--- config.mk ---
export PLATFORM = sky130hd
export DESIGN_NAME = cordic_tanh_sched
export DESIGN_NICKNAME = d
export VERILOG_FILES = /design/src/rtl/cordic_tanh_sched.sv
export SDC_FILE = /design/constraint.sdc
export NUM_CORES = 1
export LEC_CHECK = 0
export ABC_AREA = 1
export CAP_MARGIN = 20
export CORE_MARGIN = 3
export CORE_UTILIZATION = 51
export CTS_CLUSTER_DIAMETER = 40
export DETAILED_ROUTE_END_ITERATION = 10
export PLACE_DENSITY = 0.94
export SLEW_MARGIN = 20
export SYNTH_ARGS = -nofsm -noshare
export SYNTH_HDL_FRONTEND = slang
export SYNTH_SLANG_ARGS = --single-unit
--- constraint.sdc ---
create_clock -name clk -period 7.7 [get_ports clk]
set_clock_uncertainty 0.15 [all_clocks]
set_input_delay 0.77 -clock clk [delete_from_list [all_inputs] [get_ports clk]]
set_output_delay 0.77 -clock clk [all_outputs]
set_load 0.01 [all_outputs]
--- src/rtl/cordic_tanh_sched.sv ---
// cordic_tanh_sched: round-robin scheduler that shares one pipelined CORDIC tanh core among NUM_REQ requesters.
// Define CORDIC_SCHED_STATS_EN to add the stat_inflight / stat_issued counters.
module cordic_tanh_sched #(
    parameter int NUM_REQ = 4,
    parameter int WORD_SZ = 18,
    parameter int FRAC_SZ = 16,
    parameter int LATENCY = 36
) (
    input  logic                       clk,
    input  logic                       rst,
    input  logic [NUM_REQ-1:0]         req_valid,
    input  logic [NUM_REQ*WORD_SZ-1:0] req_angle,
    output logic [NUM_REQ-1:0]         req_ready,
    output logic [NUM_REQ-1:0]         rsp_valid,
    output logic [WORD_SZ-1:0]         rsp_data,
    output logic [WORD_SZ-1:0]         core_angle,
    input  logic [WORD_SZ-1:0]         core_out,
    input  logic                       cfg_hold,
    output logic                       drained
`ifdef CORDIC_SCHED_STATS_EN
    ,
    output logic [$clog2(LATENCY+1)-1:0] stat_inflight,
    output logic [31:0]                  stat_issued
`endif
);

    localparam int IDX_W = (NUM_REQ > 1) ? $clog2(NUM_REQ) : 1;
    localparam int CNT_W = $clog2(LATENCY + 1);

    // Angles are plain Q(WORD_SZ-FRAC_SZ).FRAC_SZ words; only the split itself must be sane.
    if (FRAC_SZ >= WORD_SZ) begin : g_bad_frac
        $error("cordic_tanh_sched: FRAC_SZ must be smaller than WORD_SZ");
    end

    typedef enum logic [1:0] {
        ST_RUN    = 2'd0,
        ST_DRAIN  = 2'd1,
        ST_HALTED = 2'd2
    } state_t;

    state_t             state_q;
    state_t             state_d;
    logic [IDX_W-1:0]   rr_ptr;
    logic [IDX_W-1:0]   gnt_idx;
    logic               gnt_found;
    logic               issue;
    logic [LATENCY-1:0] tag_v;
    logic [IDX_W-1:0]   tag_idx [LATENCY];
    logic               tag_exit;
    logic               pend_v;
    logic [IDX_W-1:0]   pend_idx;
    logic [CNT_W-1:0]   inflight;

    // First valid requester at or after rr_ptr, wrapping modulo NUM_REQ.
    always_comb begin
        gnt_found = 1'b0;
        gnt_idx   = '0;
        for (int k = 0; k < NUM_REQ; k++) begin
            if (!gnt_found && req_valid[(int'(rr_ptr) + k) % NUM_REQ]) begin
                gnt_found = 1'b1;
                gnt_idx   = IDX_W'((int'(rr_ptr) + k) % NUM_REQ);
            end
        end
    end

    // Handshake: a requester holds req_valid with a stable angle until it sees
    // req_ready; a transfer happens on a clock edge where both are high.
    assign issue      = gnt_found && (state_q == ST_RUN);
    assign req_ready  = issue ? (NUM_REQ'(1) << gnt_idx) : '0;
    assign core_angle = issue ? req_angle[gnt_idx*WORD_SZ +: WORD_SZ] : '0;
    assign tag_exit   = tag_v[LATENCY-1];

    always_ff @(posedge clk) begin
        if (rst) begin
            rr_ptr <= '0;
        end else if (issue) begin
            rr_ptr <= IDX_W'((int'(gnt_idx) + 1) % NUM_REQ);
        end
    end

    // Tag line tracks the core pipeline; the extra pending stage lines the
    // exiting tag up with the cycle in which core_out carries its result.
    always_ff @(posedge clk) begin
        if (rst) begin
            tag_v  <= '0;
            pend_v <= 1'b0;
        end else begin
            tag_v[0] <= issue;
            for (int k = 1; k < LATENCY; k++) begin
                tag_v[k] <= tag_v[k-1];
            end
            pend_v <= tag_exit;
        end
    end

    always_ff @(posedge clk) begin
        tag_idx[0] <= gnt_idx;
        for (int k = 1; k < LATENCY; k++) begin
            tag_idx[k] <= tag_idx[k-1];
        end
        pend_idx <= tag_idx[LATENCY-1];
    end

    always_ff @(posedge clk) begin
        if (rst) begin
            rsp_valid <= '0;
            rsp_data  <= '0;
        end else begin
            rsp_valid <= pend_v ? (NUM_REQ'(1) << pend_idx) : '0;
            if (pend_v) begin
                rsp_data <= core_out;
            end
        end
    end

    always_ff @(posedge clk) begin
        if (rst) begin
            inflight <= '0;
        end else if (issue && !tag_exit) begin
            inflight <= inflight + CNT_W'(1);
        end else if (!issue && tag_exit) begin
            inflight <= inflight - CNT_W'(1);
        end
    end

    always_ff @(posedge clk) begin
        if (rst) begin
            state_q <= ST_RUN;
        end else begin
            state_q <= state_d;
        end
    end

    // A grant made in the same cycle cfg_hold rises still issues; hold bites next cycle.
    always_comb begin
        state_d = state_q;
        drained = 1'b0;
        case (state_q)
            ST_RUN: begin
                if (cfg_hold) state_d = ST_DRAIN;
            end
            ST_DRAIN: begin
                if (!cfg_hold) begin
                    state_d = ST_RUN;
                end else if ((inflight == '0) && !pend_v) begin
                    state_d = ST_HALTED;
                end
            end
            ST_HALTED: begin
                drained = 1'b1;
                if (!cfg_hold) state_d = ST_RUN;
            end
            default: state_d = ST_RUN;
        endcase
    end

`ifdef CORDIC_SCHED_STATS_EN
    logic [31:0] issued_q;

    always_ff @(posedge clk) begin
        if (rst) begin
            issued_q <= '0;
        end else if (issue) begin
            issued_q <= issued_q + 32'd1;
        end
    end

    assign stat_inflight = inflight;
    assign stat_issued   = issued_q;
`endif

endmodule

* Yosys cells after proc, flatten, opt, wreduce, memory -nomap -nowiden
Memories as Yosys holds them, arrays and structs flattened. A register that Yosys moved wholly into a read port is not among the register bits. Index checks and enable logic that the tools add are counted.
Storage, ports and cells: flip-flop bits (word level) 69, memory bits (writable) 72, word-level logic and storage cells 81, memories 1
Cells by class: add/subtract/negate cells 6, multiply operators 1, magnitude comparators 4, equal/unequal tests 5, shift-type cells 3, multiplexer cells 29, bitwise gates (word level) 4, reductions and logical operators 21
Memory list:
- tag_idx | depth 36, bits a word 2, rd ports 36, clocked after memory_dff 1, write ports 36, line 48 | logic [IDX_W-1:0] tag_idx [LATENCY];
Operators with widths (count):
- indexed part select 72 x 8 -> 18 bit | 1
- two-way mux 18 bit | 1
- two-way mux 2 bit | 8
- less-than comparator 3 x 4 -> 1 bit (second input constant) | 3
- two-way mux 1 bit | 12
- two-way mux 6 bit | 2
- binary-select mux 1 bit (select 2 bit) | 4
- OR reduction 2 bit | 4
- << shifter 1 x 2 -> 4 bit (first input constant) | 2
- logical AND 1 bit | 7
- adder 6 x 1 -> 6 bit (second input constant) | 1
- logical NOT 1 bit | 6
- logical NOT 6 bit | 1
- multiplier 2 x 4 -> 6 bit (second input constant) | 1
- case mux 2 bit (3 select lines) | 1
- subtractor 6 x 1 -> 6 bit (second input constant) | 1
- adder 2 x 1 -> 2 bit (second input constant) | 2
- adder 2 bit (second input constant) | 2
- two-way mux 4 bit | 1
- != test 2 bit (second input constant) | 2
- bitwise AND 1 bit (first input constant) | 3
- less-than comparator 2 x 3 -> 1 bit (second input constant) | 1
- != test 3 bit (second input constant) | 1
- AND reduction 3 bit | 1
- 5 further kinds | 5

* Depth between registers and ports, before layout
Gate-level depths: netlist of run 1.
depth after elaboration 19, gate-level depth with buffers 23, gate-level depth less buffers 23

* Worst setup path after synthesis of run 1
No wires, ideal clock.
path kind input port to flip-flop, start in req_valid[3], end reg inflight[5], library setup time 0.113 ns, arrival time 2.888 ns, data required time 7.437 ns, slack 4.549 ns, stages 21, cells stage by stage inv_1 -> nand2_1 -> nand3_1 -> nand2_2 -> nor2_4 -> nand3b_1 -> nand2_1 -> inv_1 -> ha_1 -> inv_1 -> ha_1 -> a21oi_1 -> nand2_1 -> nand2_1 -> nand2_1 -> a21oi_1 -> nor2_1 -> nor2_1 -> nand2_1 -> nor2_1 -> nor2_1
Between the ends: word-level cells in the longest chain between the ends 16, elaborated cells on any way between the ends 27, classes of those cells 16 x mux; 11 x reduce/logical
RTL lines:
- from (decl) | line 11 | input logic [NUM_REQ-1:0] req_valid,
- binary-select mux 1 bit (select 2 bit) | line 59 | if (!gnt_found && req_valid[(int'(rr_ptr) + k) % NUM_REQ]) begin
- two-way mux 1 bit (not written as such) | line 59
- two-way mux 1 bit | line 59
- logical NOT 1 bit | line 59
- logical AND 1 bit | line 59
- two-way mux 1 bit | line 59
- logical NOT 1 bit | line 59
- logical AND 1 bit | line 59
- two-way mux 1 bit | line 59
- logical NOT 1 bit | line 59
- logical AND 1 bit | line 59
- two-way mux 1 bit * | line 59
- logical AND 1 bit * | line 68 | assign issue = gnt_found && (state_q == ST_RUN);
- via issue | line 46 | logic issue;
- logical NOT 1 bit | line 121 | end else if (!issue && tag_exit) begin
- logical AND 1 bit | line 121
- nonzero test 2 bit (no source line)
- to (signal assigned) | line 120 | inflight <= inflight + CNT_W'(1);
- to (signal assigned) | line 122 | inflight <= inflight - CNT_W'(1);
- to (decl) | line 52 | logic [CNT_W-1:0] inflight;
The timed path passes the listed nets; every way through them passes the cells marked *. The select of a mux whose other input is x is not followed. A chain may end at the register's enable or synchronous reset.

* Worst setup path after layout of run 1
start in req_valid[3], end out req_ready[2]
Between the ends: word-level cells in the longest chain between the ends 14, elaborated cells on any way between the ends 28, classes of those cells 1 x shift; 20 x mux; 7 x reduce/logical
RTL lines:
- binary-select mux 1 bit (select 2 bit) | line 59
- two-way mux 1 bit (not written as such) | line 59
- two-way mux 1 bit | line 59
- logical NOT 1 bit | line 59
- logical AND 1 bit | line 59
- two-way mux 1 bit | line 59
- logical NOT 1 bit | line 59
- logical AND 1 bit | line 59
- two-way mux 1 bit | line 59
- logical NOT 1 bit | line 59
- logical AND 1 bit | line 59
- two-way mux 2 bit or two-way mux 1 bit (tied branches) | line 59
- << shifter 1 x 2 -> 4 bit or logical AND 1 bit (tied branches) | line 69, 68
- two-way mux 4 bit * | line 69 | assign req_ready = issue ? (NUM_REQ'(1) << gnt_idx) : '0;
- to (decl) | line 13 | output logic [NUM_REQ-1:0] req_ready,
Mark *: on every way between the ends. The rest lies on a longest branch, timed or not. The select of a mux whose other input is x is not followed.

==> impl_metrics.ini, run 1 <==
[outcome]
status = complete, no violations

[worst_setup_path]
start_kind = primary input
rrSetupSlack_ns = 3.38
criticalPathCategory = primary input to output pin
worstPathRequired_ns = 6.78
cp_max_fo = 21
max_stage_delay_ns = 0.72
critPathArrivalTime_ns = 4.22
crit_path_top_delay_cell = clkinv_1
end_kind = output pin
worstPathCellList = clkdlybuf4s50_1, inv_1, nand2_1, nand3_1, nand2_1, inv_1, nand3_2, nand3_1, nand2_1, clkinv_1, ha_1, inv_1, nor2_1, clkdlybuf4s50_1

[drt]
totalWireLength_um = 12330
drt-initial-drc-count = 216
ant_nets = 0
drt_pass1_iterations = 5
num_vias = 4466
drt_drc_violations_left = 0
via_per_inst = 4.962
post_drt_wl_per_cell_um = 13.70

[synth]
syn_inst = 623
ys_ff_latch = 143
ys_warn_count = 0
synth_seq_area_share = 0.5638
syn_nets = 730
synth_cell_types = 26
synth.avg_cell_area_um2 = 8.150
syn-cell-area_mm2 = 0.005077

[run]
drv_cap = 0

[placed_design]
place_area_mm2 = 0.006525
io_buffer_count = 141
place_hpwl_um = 8439
place.gp.congestion = 0.8637

[min_path]
hp-class = flip-flop to flip-flop

[cts]
post_cts_resized = 0
postCtsSetupBuffers = 0
cts.sinks = 143
cts-root-buf = clkbuf_8
ctsHoldBuffers = 0
h-tree-depth = 4
numCtsBuffers = 17
clk_path_buf_depth = 2
clk_latency_ns = 0.51
clk_pin_slew_worst_paths_ns = 0.06
cts_tree = yes

[floorplanning]
row_count = 35
initial_core_util = 0.5368
io_pins = 142
chipWidth_um = 105.8
die_h_um = 105.8
dieArea_mm2 = 0.01119
core_area_mm2 = 0.009459

[finish]
nets = 865
insertedDiodeCount = 0
drive_gt1_frac = 0.05447
fin_area_mm2 = 0.007097
areaGrowthSynthToFinish_pct = 39.77
nFillCells = 648

[timing]
tightest_slew_ns = 0.8168
final_hold_viol_count = 0
slew_viol_final = 0
fin_crit_ns = 5.138
setup-violations-final = 0
period_share = 0.6673
tns_ns = 0
max_freq_mhz = 194.6
slew_headroom = 0.4541
rsz0062_at_grt = false

[power_and_ir_drop]
power_density_mw_per_mm2 = 424.7
max-vdd-ir-drop_v = 0.0003745
power.total_w = 0.003014
leakagePower_nw = 3.225

[global_route]
grt_first_pass_wirelength_um = 20180
grt_overflow = 0
grt_max_degree = 43
grt_use_total = 0.2230
antenna_found_initial = 0
grt_pass1_vias = 4546
-- state kept, by name (all words and copies together) (netlist names) --
signal and count:
tag_idx 72, tag_v 36, rsp_data 18, inflight 6, rsp_valid 4, pend_idx 2
rr_ptr 2, state_q 2, pend_v 1
-- report_power, final --
part	total (W)	internal, W	switching [W]
Sequential	0.00103	0.000961	0.0000719
Clock	0.000769	0.000448	0.000322
Combinational	0.00121	0.000510	0.000702
Total	0.00301	0.00192	0.00110
-- routing by layer --
layer	up-vias	GRT usage	wire (µm)
li1	2168	-	-
met1	2032	0.2190	4631
met2	234	0.4335	6484
met3	32	0.07226	952
met4	0	0.07586	265
met5	-	0	0
-- worst max-delay path: cells and delay by family --
family        cells  cell delay [ns]
fa+ha+maj         1             0.44
buf+inv           6             1.91
simple gates      7             1.08
-- synth_stat cells --
cell type / number / share of area
dfxtp_1: 143 / 0.56
inv_1: 117 / 0.086
nor2_1: 91 / 0.067
nand2_1: 79 / 0.058
nand3_1: 63 / 0.062
a21oi_1: 29 / 0.029
o21ai_0: 25 / 0.025
nand3b_1: 20 / 0.030
clkbuf_1: 16 / 0.012
ha_1: 9 / 0.022
buf_2: 4 / 0.0039
buf_6: 4 / 0.0089
nand2_2: 3 / 0.0037
nand4_1: 3 / 0.0037
a31oi_1: 2 / 0.0025
buf_1: 2 / 0.0015
clkinv_1: 2 / 0.0015
inv_2: 2 / 0.0015
xor2_1: 2 / 0.0035
buf_4: 1 / 0.0015
fa_1: 1 / 0.0039
nand2_4: 1 / 0.0022
nand3_2: 1 / 0.0020
nor2_4: 1 / 0.0022
o21ai_1: 1 / 0.00098
xnor2_1: 1 / 0.0017
-- stage by stage --
| stage | hold WS, ns | worst slack [ns] | instances | util |
|---|---|---|---|---|
| final | 0.1689 | 2.562 | 900 | 0.7503 |
| after global routing | 0.1690 | 2.253 | 900 | 0.7503 |
| after CTS | 0.1738 | 2.605 | 900 | 0.7503 |
| after detailed placement | 0.1621 | 2.602 | 868 | 0.6898 |
| after global placement | 0.1624 | 2.734 | 868 | 0.6898 |
| after floorplan | 0.1596 | 4.549 | 623 | - |
-- worst paths after layout --
path                  start              to  cells after the start
min          tag_idx[30][0]  tag_idx[31][0]                      0
max            req_valid[3]    req_ready[2]                     14
min reg2reg  tag_idx[30][0]  tag_idx[31][0]                      0
max reg2reg       rr_ptr[0]     inflight[5]                     23
-- layout by cell type (no fill, tap or decap) --
cell type          n
a31oi_1            2
fa_1               1
inv_1            117
clkbuf_8           2
xnor2_1            1
nand2_2            3
clkinvlp_4         2
clkbuf_16         16
xor2_1             2
nand3b_1          20
clkinv_1           2
nand3_2            1
o21ai_1            1
ha_1               9
clkdlybuf4s50_1  141
inv_2              2
inv_8              1
nor2_1            91
nor2_4             1
dfxtp_1          143
a21oi_1           29
o21ai_0           25
bufinv_16          1
clkinv_4           3
nand2_4            1
nand3_1           63
buf_4              2
nand2_1           79
nand4_1            3
inv_6              7
-- area by class of cell --
class	instances	area, µm²	area share
Sequential cell	143	2863	0.4034
Clock buffer	18	427.9	0.06030
Timing Repair Buffer	143	1426	0.2010
Tap cell	129	161.4	0.02274
Multi-Input combinational cell	332	1620	0.2283
Inverter	121	454.2	0.06400
Clock inverter	14	143.9	0.02028
-- kinds of logic (layout without fill, tap and decap cells) --
| kind of cell | after synthesis | after routing | synth area share |
|---|---|---|---|
| xor gates and xnor gates | 3 | 3 | 0.005176 |
| DFF | 143 | 143 | 0.5638 |
| adders and majority gates | 10 | 10 | 0.02612 |
| AOI/OAI and AO/OA | 57 | 57 | 0.05668 |
| buffers and inverters | 148 | 296 | 0.1171 |
| and+or+nand+nor | 262 | 262 | 0.2311 |
No activity file was read; power rests on OpenSTA's default activity.
==> run 2: changes to the inputs <==
--- a/config.mk
+++ b/config.mk
@@ -8,10 +8,10 @@
 export ABC_AREA = 1
 export CAP_MARGIN = 20
 export CORE_MARGIN = 3
-export CORE_UTILIZATION = 51
+export CORE_UTILIZATION = 43
 export CTS_CLUSTER_DIAMETER = 40
 export DETAILED_ROUTE_END_ITERATION = 10
-export PLACE_DENSITY = 0.94
+export PLACE_DENSITY = 0.86
 export SLEW_MARGIN = 20
 export SYNTH_ARGS = -nofsm -noshare
 export SYNTH_HDL_FRONTEND = slang
==> constraint.sdc (replaced) <==
create_clock -name clk -period 4.2 [get_ports clk]
set_clock_uncertainty 0.15 [all_clocks]
set_input_delay 0.42 -clock clk [delete_from_list [all_inputs] [get_ports clk]]
set_output_delay 0.42 -clock clk [all_outputs]
set_load 0.01 [all_outputs]
==> impl_metrics.ini, run 2 (same netlist as run 1, synthesis figures left out) <==
[outcome]
status = complete, no violations

[power_and_ir_drop]
clock_power_share = 0.268
switching_power_w = 0.001958
comb_power_share = 0.396
leakagePower_nw = 3.262
max-vdd-ir-drop_v = 0.0005647
power.share.switching = 0.3491
power_density_mw_per_mm2 = 780.3
internal_power_w = 0.003651
seq_power_share = 0.337

[floorplanning]
die_h_um = 114.7
initial_core_util = 0.4428
dieArea_mm2 = 0.01315
io_pins = 142
core_area_mm2 = 0.01147
chipWidth_um = 114.7
row_count = 39

[worst_setup_path]
worstPathRequired_ns = 3.63
critical_path.top_delay_family = buffers and inverters
ff2ff_path_depth = 21
criticalPathCategory = flip-flop to output pin
cpMostUsedCell = nand2_1
crit_buf_inv = 4
end_kind = output pin
crit_path_top_delay_cell = dfxtp_1
worstPathCellList = inv_2, nand2_1, nand2_2, nand2_1, nand2_1, nor2_4, nand3_2, nand3_1, nand2_1, clkinv_1, buf_4, nand3_1, a21oi_1, clkdlybuf4s50_1
cp_max_fo = 12
start_kind = flip-flop
critical_path_depth = 14
max_stage_delay_ns = 0.58
critPathArrivalTime_ns = 3.12

[drt]
post_drt_wl_per_cell_um = 11.57
drt_drc_violations_left = 0
num_vias = 4177
drt-initial-drc-count = 153
totalWireLength_um = 10620
drt_pass1_iterations = 5
ant_nets = 0
via_per_inst = 4.550

[placed_design]
place.gp.congestion = 0.7792
io_buffer_count = 141
place_hpwl_um = 7360

[finish]
drive_gt1_frac = 0.05935
largestRegisters = tag_idx x72, tag_v x36, rsp_data x18
register_area_mm2 = 0.002863
nets = 869
nFillCells = 906
insertedDiodeCount = 0
most-common-layout-cells = 143 x dfxtp_1, 141 x clkdlybuf4s50_1, 117 x inv_1
areaGrowthSynthToFinish_pct = 41.57
top_register = tag_idx
final_common_cell = dfxtp_1
largest_reg_flops = 72
multiInputGateArea_mm2 = 0.001625

[global_route]
grt_overflow = 0
grt_max_degree = 43
grt_pass1_vias = 3957
antenna_found_initial = 0
grt_use_total = 0.1649
grt_first_pass_wirelength_um = 17530

[cts]
cts.sinks = 143
clk_path_buf_depth = 2
cts-root-buf = clkbuf_16
h-tree-depth = 4
cts_tree = yes
numCtsBuffers = 17
clk_pin_slew_worst_paths_ns = 0.06
ctsHoldBuffers = 0
clk_latency_ns = 0.40

[min_path]
min_path_cells = 0
hp-class = flip-flop to flip-flop

[timing]
max_freq_mhz = 271.2
rsz0062_at_grt = false
slew_headroom = 0.5227
setup-violations-final = 0
final_hold_viol_count = 0
tightest_slew_ns = 0.7152
period_share = 0.8780
holdWs_ns = 0.1732
slew_viol_final = 0
tns_ns = 0
fin_crit_ns = 3.687

[run]
drv_cap = 0
-- run 2: layer usage --
metal,global-route usage,wire [µm],up-vias
li1,-,-,2179
met1,0.1860,4412,1838
met2,0.2740,5016,144
met3,0.07347,976,16
met4,0.06255,213,0
met5,0,0,-
-- run 2: metrics by stage --
stage | cell area [µm²] | setup slack, ns | std cells | power (W) | utilization
after floorplan | 5077 | 1.374 | 623 | 0.003263 | -
after global placement | 6573 | 0.5843 | 886 | 0.004102 | 0.5732
after detailed placement | 6573 | 0.5253 | 886 | 0.004122 | 0.5732
after CTS | 7183 | 0.2707 | 918 | 0.005664 | 0.6264
after global routing | 7188 | 0.2138 | 918 | 0.006001 | 0.6268
final | 7188 | 0.5125 | 918 | 0.005609 | 0.6268
-- run 2: cell type report --
cell class | count | share of cell area
clock buffer | 18 | 0.06110
inverter | 121 | 0.06319
timing repair buffer | 147 | 0.2026
tap | 143 | 0.02489
clock inverter | 14 | 0.02385
sequential | 143 | 0.3983
multi-input combinational | 332 | 0.2261
-- run 2: final timing paths --
path,startpoint,to,slack [ns]
min reg2reg,tag_idx[1][1],tag_idx[2][1],0.17
max reg2reg,rr_ptr[0],inflight[5],0.81
min,tag_idx[1][1],tag_idx[2][1],0.17
max,rr_ptr[0],core_angle[15],0.51
-- run 2: worst reg2reg max path, stage by stage, from the launching register on --
cell and delay [ns]:
dfxtp_1 0.58, inv_2 0.15, nand2_1 0.10, nand2_2 0.10, o21ai_1 0.21, nand3b_1 0.13, nand2_1 0.08, inv_1 0.19
ha_1 0.22, inv_1 0.12, ha_1 0.35, a21oi_1 0.14, nand2_1 0.09, nand2_1 0.06, nand2_1 0.06, a21oi_1 0.17
nor2_1 0.06, nor2_1 0.08, nand2_1 0.08, nand2_1 0.06, nand2_1 0.04, nor2_1 0.10
-- run 2: repair_timing --
item                                    CTS  global route
endpoints found under the setup margin    0             2
setup buffers                             0             0
resized for setup                         0             1
-- run 2: power groups by stage --
stage | registers [W] | logic [W] | clock network [W]
2_1_floorplan | 0.00186 | 0.00141 | 0
3_3_place_gp | 0.00190 | 0.00220 | 0
3_5_place_dp | 0.00191 | 0.00221 | 0
4_1_cts | 0.00190 | 0.00223 | 0.00153
5_1_grt | 0.00194 | 0.00246 | 0.00160
6_report | 0.00189 | 0.00222 | 0.00150
